[config.mk]
export PLATFORM = sky130hd
export DESIGN_NAME = alu_bitserial_driver
export DESIGN_NICKNAME = d
export VERILOG_FILES = /design/src/rtl/alu_bitserial_driver.sv
export SDC_FILE = /design/constraint.sdc
export NUM_CORES = 1
export LEC_CHECK = 0
export CORE_AREA = 2 2 72 74
export CTS_BUF_LIST = sky130_fd_sc_hd__clkbuf_16
export CTS_CLUSTER_SIZE = 30
export DETAILED_ROUTE_END_ITERATION = 10
export DIE_AREA = 0 0 74 76
export HOLD_SLACK_MARGIN = 0.1
export MAX_ROUTING_LAYER = met4
export PLACE_DENSITY = 0.63
export SYNTH_ARGS = -nofsm -noshare
export SYNTH_HDL_FRONTEND = slang
export SYNTH_SLANG_ARGS = --single-unit
[constraint.sdc]
create_clock -name clk -period 2.7 [get_ports clk]
set_clock_uncertainty 0.1 [all_clocks]
set_input_delay 0.54 -clock clk [delete_from_list [all_inputs] [get_ports clk]]
set_output_delay 0.54 -clock clk [all_outputs]
set_load 0.1 [all_outputs]
[src/rtl/alu_bitserial_driver.sv]
`default_nettype none
`timescale 1ns/1ps
// ============================================================================
// Module   : alu_bitserial_driver
// Brief    : Streams a WIDTH-bit op LSB-first into a 1-bit ALU and collects
//            the result, flagging the first bit that disagrees with a golden model.
// Revision : 1.0
// ============================================================================
module alu_bitserial_driver #(
    parameter int WIDTH    = 8,
    parameter bit CHECK_EN = 1'b1
) (
    input  logic                       clk,
    input  logic                       rst,
    input  logic                       start,
    input  logic [1:0]                 op,
    input  logic [WIDTH-1:0]           a,
    input  logic [WIDTH-1:0]           b,
    output logic                       ready,
    output logic                       alu_s0,
    output logic                       alu_s1,
    output logic                       alu_d0,
    output logic                       alu_d1,
    input  logic                       alu_o0,
    output logic [WIDTH-1:0]           result,
    output logic                       done,
    output logic                       err,
    output logic [$clog2(WIDTH)-1:0]   err_idx
);

    localparam int               c_cw   = $clog2(WIDTH);
    localparam logic [1:0]       c_idle = 2'd0;
    localparam logic [1:0]       c_run  = 2'd1;
    localparam logic [1:0]       c_done = 2'd2;
    localparam logic [c_cw-1:0]  c_last = c_cw'(WIDTH - 1);

    logic [1:0]       r_state;
    logic [c_cw-1:0]  r_cnt;
    logic [1:0]       r_op;
    logic [WIDTH-1:0] r_a;
    logic [WIDTH-1:0] r_b;
    logic [WIDTH-1:0] r_result;
    logic             r_err;
    logic [c_cw-1:0]  r_err_idx;
    logic             r_done;
    logic             r_ready;
    logic             r_s0;
    logic             r_s1;
    logic             r_d0;
    logic             r_d1;
    logic             w_expect;

    // r_a/r_b shift right each RUN cycle, so bit 0 is always the bit on the wire.
    always_comb begin
        w_expect = 1'b0;
        case (r_op)
            2'b00:   w_expect = r_a[0] & r_b[0];
            2'b01:   w_expect = r_a[0] | r_b[0];
            2'b10:   w_expect = r_a[0] ^ r_b[0];
            default: w_expect = ~r_a[0];
        endcase
    end

    always_ff @(posedge clk) begin
        if (rst) begin
            r_state   <= c_idle;
            r_cnt     <= '0;
            r_op      <= 2'b00;
            r_a       <= '0;
            r_b       <= '0;
            r_result  <= '0;
            r_err     <= 1'b0;
            r_err_idx <= '0;
            r_done    <= 1'b0;
            r_ready   <= 1'b1;
            r_s0      <= 1'b0;
            r_s1      <= 1'b0;
            r_d0      <= 1'b0;
            r_d1      <= 1'b0;
        end else begin
            case (r_state)
                c_idle: begin
                    r_done <= 1'b0;
                    if (start) begin
                        r_op      <= op;
                        r_a       <= a;
                        r_b       <= b;
                        r_result  <= '0;
                        r_err     <= 1'b0;
                        r_err_idx <= '0;
                        r_cnt     <= '0;
                        r_s0      <= op[1];
                        r_s1      <= op[0];
                        r_d0      <= a[0];
                        r_d1      <= b[0];
                        r_ready   <= 1'b0;
                        r_state   <= c_run;
                    end
                end
                c_run: begin
                    r_result[r_cnt] <= alu_o0;
                    if (CHECK_EN && (alu_o0 != w_expect) && !r_err) begin
                        r_err     <= 1'b1;
                        r_err_idx <= r_cnt;
                    end
                    if (r_cnt == c_last) begin
                        r_s0    <= 1'b0;
                        r_s1    <= 1'b0;
                        r_d0    <= 1'b0;
                        r_d1    <= 1'b0;
                        r_done  <= 1'b1;
                        r_state <= c_done;
                    end else begin
                        r_cnt <= r_cnt + 1'b1;
                        r_a   <= r_a >> 1;
                        r_b   <= r_b >> 1;
                        r_d0  <= r_a[1];
                        r_d1  <= r_b[1];
                    end
                end
                c_done: begin
                    r_done  <= 1'b0;
                    r_ready <= 1'b1;
                    r_state <= c_idle;
                end
                default: begin
                    r_done  <= 1'b0;
                    r_ready <= 1'b1;
                    r_state <= c_idle;
                end
            endcase
        end
    end

    assign ready   = r_ready;
    assign done    = r_done;
    assign result  = r_result;
    assign err     = r_err;
    assign err_idx = r_err_idx;
    assign alu_s0  = r_s0;
    assign alu_s1  = r_s1;
    assign alu_d0  = r_d0;
    assign alu_d1  = r_d1;

endmodule
`default_nettype wire

; ---- Word level (Yosys, flattened, before mapping)
; Cells that the tools add are included.
[classes]
eq_ne = 9
addsub = 1
mux = 35
n_bitwise = 5
reduce_logical = 14
n_lt_le_gt_ge = 2
[ops]
columns = operator, n
row1 = one-hot mux 8 bit (2 select lines), 3
row2 = two-way mux 8 bit, 5
row3 = one-hot mux 1 bit (2 select lines), 6
row4 = one-hot mux 3 bit (2 select lines), 2
row5 = two-way mux 1 bit, 10
row6 = two-way mux 3 bit, 3
row7 = AND reduction 3 bit, 3
row8 = bitwise mux 8 bit, 1
row9 = "inequality test 2 bit, second input constant", 4
row10 = AND reduction 2 bit, 4
row11 = "== test 2 x 1 -> 1 bit, second input constant", 2
row12 = logical NOT 2 bit, 2
row13 = "< comparator 3 x 4 -> 1 bit, second input constant", 1
row14 = two-way mux 2 bit, 2
row15 = one-hot mux 2 bit (2 select lines), 1
row16 = "adder 3 x 1 -> 3 bit, second input constant", 1
row17 = demux 1 bit (select 3 bit), 1
row18 = "== test 3 bit, second input constant", 1
row19 = ">= comparator 3 x 1 -> 1 bit, second input constant", 1
row20 = one-hot mux 1 bit (3 select lines), 1
row21 = "== test 2 bit, second input constant", 1
row22 = logical AND 1 bit, 2
row23 = NOT 1 bit, 2
row24 = nonzero test 2 bit, 1
row25 = other kinds (6), 6
[word_totals]
wordCells = 80
ff_bits = 41
inputBits = 22
out_inout_bits = 18

; ---- Depth between registers and ports, before layout
[logic_depth]
depth_word = 6
mapped_depth = 6
depth_no_buf = 6

; ---- Worst setup path after synthesis
; Ideal clock, no wire load.
[synth_timing]
kind = register to register
start = register r_err, in the netlist err
end = register r_err_idx[0], in the netlist err_idx[0]
stages_incl_launch_ff = 5
arrival_ns = 1.953
period_less_slack_ns = 2.175
n_path_buf = 0
slack_ns = 0.525
path_cell_list = dfxtp_1 > nor3_1 > mux2_4 > or2_4 > a221o_1
[synth_between]
elab_chain_len = 4
[synth_rtl]
columns = element, line
row1 = from (decl), 43  ; logic r_err;
row2 = from (signal assigned), 72  ; r_err <= 1'b0;
row3 = from (signal assigned), 89  ; r_err <= 1'b0;
row4 = from (signal assigned), 103  ; r_err <= 1'b1;
row5 = logical NOT 1 bit, 102  ; if (CHECK_EN && (alu_o0 != w_expect) && !r_err) begin
row6 = logical AND 1 bit, 102
row7 = inequality test 2 bit (no line), --
row8 = AND reduction 3 bit (no line), --
row9 = to (signal assigned), 104  ; r_err_idx <= r_cnt;
row10 = to (decl), 44  ; logic [c_cw-1:0] r_err_idx;
; No other way between the ends.
; A chain may end at the register's enable or synchronous reset.

; ---- Worst setup path in the final report
[layout_timing]
start = input start
end = register r_a[4]
[layout_between]
elab_chain_len = 2
[layout_rtl]
columns = element, line
row1 = from (decl), 15  ; input logic start,
row2 = inequality test 2 bit (no line), --
row3 = AND reduction 3 bit (no line), --
row4 = to (signal assigned), 115  ; r_a <= r_a >> 1;
row5 = to (decl), 40  ; logic [WIDTH-1:0] r_a;
; No other way between the ends.

==> metrics.txt <==
Top Ports=40; grt total ovfl=0; total power=0.00160 W; mean post-synth cell area=8.37 um^2; critical path cell sequence=clkdlybuf4s50_1 -> or3b_4 -> o21ai_4 -> nor2_1 -> a311oi_2; Worst-Skew Late Latency=0.28 ns; Residual DRC=0; ANT nets after route=0; Worst Tran Pin Value=0.700 ns; pwr/cell area=649 nW/um^2; top cells by count, synth=dfxtp_1 (41), nand2_1 (41), nor2_1 (32); Top delay family on crit path=simple AND/OR/NAND/NOR gates; Yosys cell types=34; FMAX=454 MHz; CP max FO=28; post-synthesis sequential area ratio=43.2%; XOR/XNOR share of the synthesized area=0%; row cnt=26; clock-pin slew on the worst setup and hold paths=0.06 ns; routability cong.=0.811; FF-to-FF Start=r_cnt[1]$_SDFFE_PP0P_; fin. max-slew vios=0; Ys Warns=0; via count=1669; CTS sink cnt=41; Avg WL per Cell=12.4 um; Final min period=2.20 ns; mux cell area share after synthesis=2.37%; setup TNS=0 ns; CP startpoint kind=input port; CP Data Required Time=2.78 ns; layout cells sized above 1=14.8%; WP data arrival=2.29 ns; async set or reset register ratio after synthesis=0%; setup violators final=0; Synth area leader=dfxtp_1; vias in the first global route=1460; Post-synth EDFFs=0; RSZ-0062 raised after global routing=false; post-synthesis register bit count=41; largest net degree at the start of global routing=29; synthesized instance count=227; Adder-Cell Fraction of Synth Area=2.63%; final period utilization=81.6%; CP Class=input port to register; area grow syn2layout=29.6%; Static Leak=0.952 nW; initial core utilization=38.7%; Post-Synth Simple-Gate Area=25.0%; crit path capture type=register; maximum VDD drop=0.410 mV; outcome=finished, final reports clean; largest family of logic cells by synthesized area=simple AND/OR/NAND/NOR gates; Synth Area in Compound Gates=21.8%; cts hold-fix bufs=0; hold_sp=alu_s1$_SDFFE_PP0P_; dominant cells by area after synthesis=dfxtp_1 (43%), nand2_1 (8.1%), nor2_1 (6.3%), a21oi_1 (4.7%), a311oi_1 (4.6%); DR iter-0 viols=97; PortBufs=39; Crit path largest cell delay=0.56 ns; global-route wire length before repair=6780 um; worst-case clock buffer depth=2; syn_nets=253; TritonCTS clock tree=done; Die Ht=76 um; HP Class=register to register; cts repair resizes=0; Initial DRT Pass Iterations=4; core area=4910 um^2; critical path's slowest cell=clkdlybuf4s50_1; Diodes inserted=0; Synth top area share=43.2%; Routed WL=4140 um; Fin Hold WS=0.370 ns; DIE WIDTH=74 um; initial antenna violation count=0; Rel. slew slack=53.1%; CTS root buffer=clkbuf_16; max cap viols=0; worst setup path startpoint=start; Max H-tree Level=2; Primary FF master, synth=dfxtp_1; postcts setup bufs=0; CP Buf/Inv Count=1; Layout Utilization=50.2%; TritonCTS buffer count=5; Nets=288; Tot GR Track Use=15.6%; Post-Syn Area=1900 um^2; die footprint=5620 um^2; FILL cells=485; hpwl dp=3010 um; Via density=5.01; Hold Fails Final Rpt=0
[stage by stage]
stage / instance area (um^2) / setup slack [ns] / std cells
floorplan: 1900 / 0.525 / 227
global placement: 2300 / 0.279 / 325
detailed placement: 2300 / 0.202 / 325
CTS: 2460 / 0.484 / 333
global route: 2460 / 0.291 / 333
finish: 2460 / 0.496 / 333
[final timing paths]
| path | endpoint | slack (ns) | depth (start not counted) |
|---|---|---|---|
| max | r_a[4]$_SDFFE_PP0P_ | 0.50 | 5 |
| min reg2reg | alu_s1$_SDFFE_PP0P_ | 0.37 | 2 |
| max reg2reg | r_a[4]$_SDFFE_PP0P_ | 0.55 | 5 |
| min | alu_s1$_SDFFE_PP0P_ | 0.37 | 2 |
[worst reg2reg max path, cell delays in order (launching register included)]
cell	delay, ns
dfxtp_1	0.41
ha_1	0.23
ha_1	0.30
o21ai_4	0.62
nor2_1	0.12
a311oi_2	0.27
[registers in the layout (all words and copies together), names as in the netlist, 2 cells and up]
register  count
err_idx       3
r_b           8
r_cnt         3
r_a           8
r_op          2
result        8
r_state       2
[area by class of cell]
class                   count  area [um^2]  area share, %
clock inverters             3         37.5           1.52
inverters                   5         18.8          0.762
repair buffers             45          390           15.8
flip-flops and latches     41          821           33.3
well taps                  70         87.6           3.56
multi-input cells         164          983           39.9
clock buffers               5          125           5.08
[per-layer routing]
layer / vias up / global-route usage [%] / wire length, um
li1: 877 / - / -
met1: 748 / 22.6 / 2050
met2: 39 / 22.0 / 1870
met3: 5 / 2.38 / 156
met4: 0 / 5.45 / 53
met5: - / - / 0
[where the power goes]
part	switching (W)	internal [W]	total (W)
logic	0.000170	0.000106	0.000276
clock network	0.000221	0.000429	0.000650
registers	0.0000298	0.000643	0.000673
[cells by family (layout without fill, tap and decap cells)]
group	count (synthesis)	after routing
compound gates	52	52
fa+ha+maj	4	4
buf+inv	22	58
flops	41	41
mux	4	4
simple gates	104	104
[placed cells by master, fill, tap and decap left out]
cell	n
a211o_1	1
mux2i_1	3
a22oi_1	4
mux2_4	1
nand2b_1	4
nor2b_1	4
and3_1	1
buf_4	24
inv_1	6
or2_4	1
a21oi_1	18
or3b_1	1
nor2_1	32
a211oi_2	1
a311oi_1	10
clkbuf_16	5
clkdlybuf4s50_1	21
a311oi_2	4
dfxtp_1	41
o21ai_0	1
o311ai_0	4
a221o_1	3
nor3_1	9
nand2_1	41
o21ai_4	1
a32oi_1	1
bufinv_16	1
o211ai_1	3
ha_1	4
nand3b_1	2
or3b_4	1
nand3_1	2
nor3b_1	6
a211oi_1	1
clkinv_1	1
(Power assumes the default switching activity.)
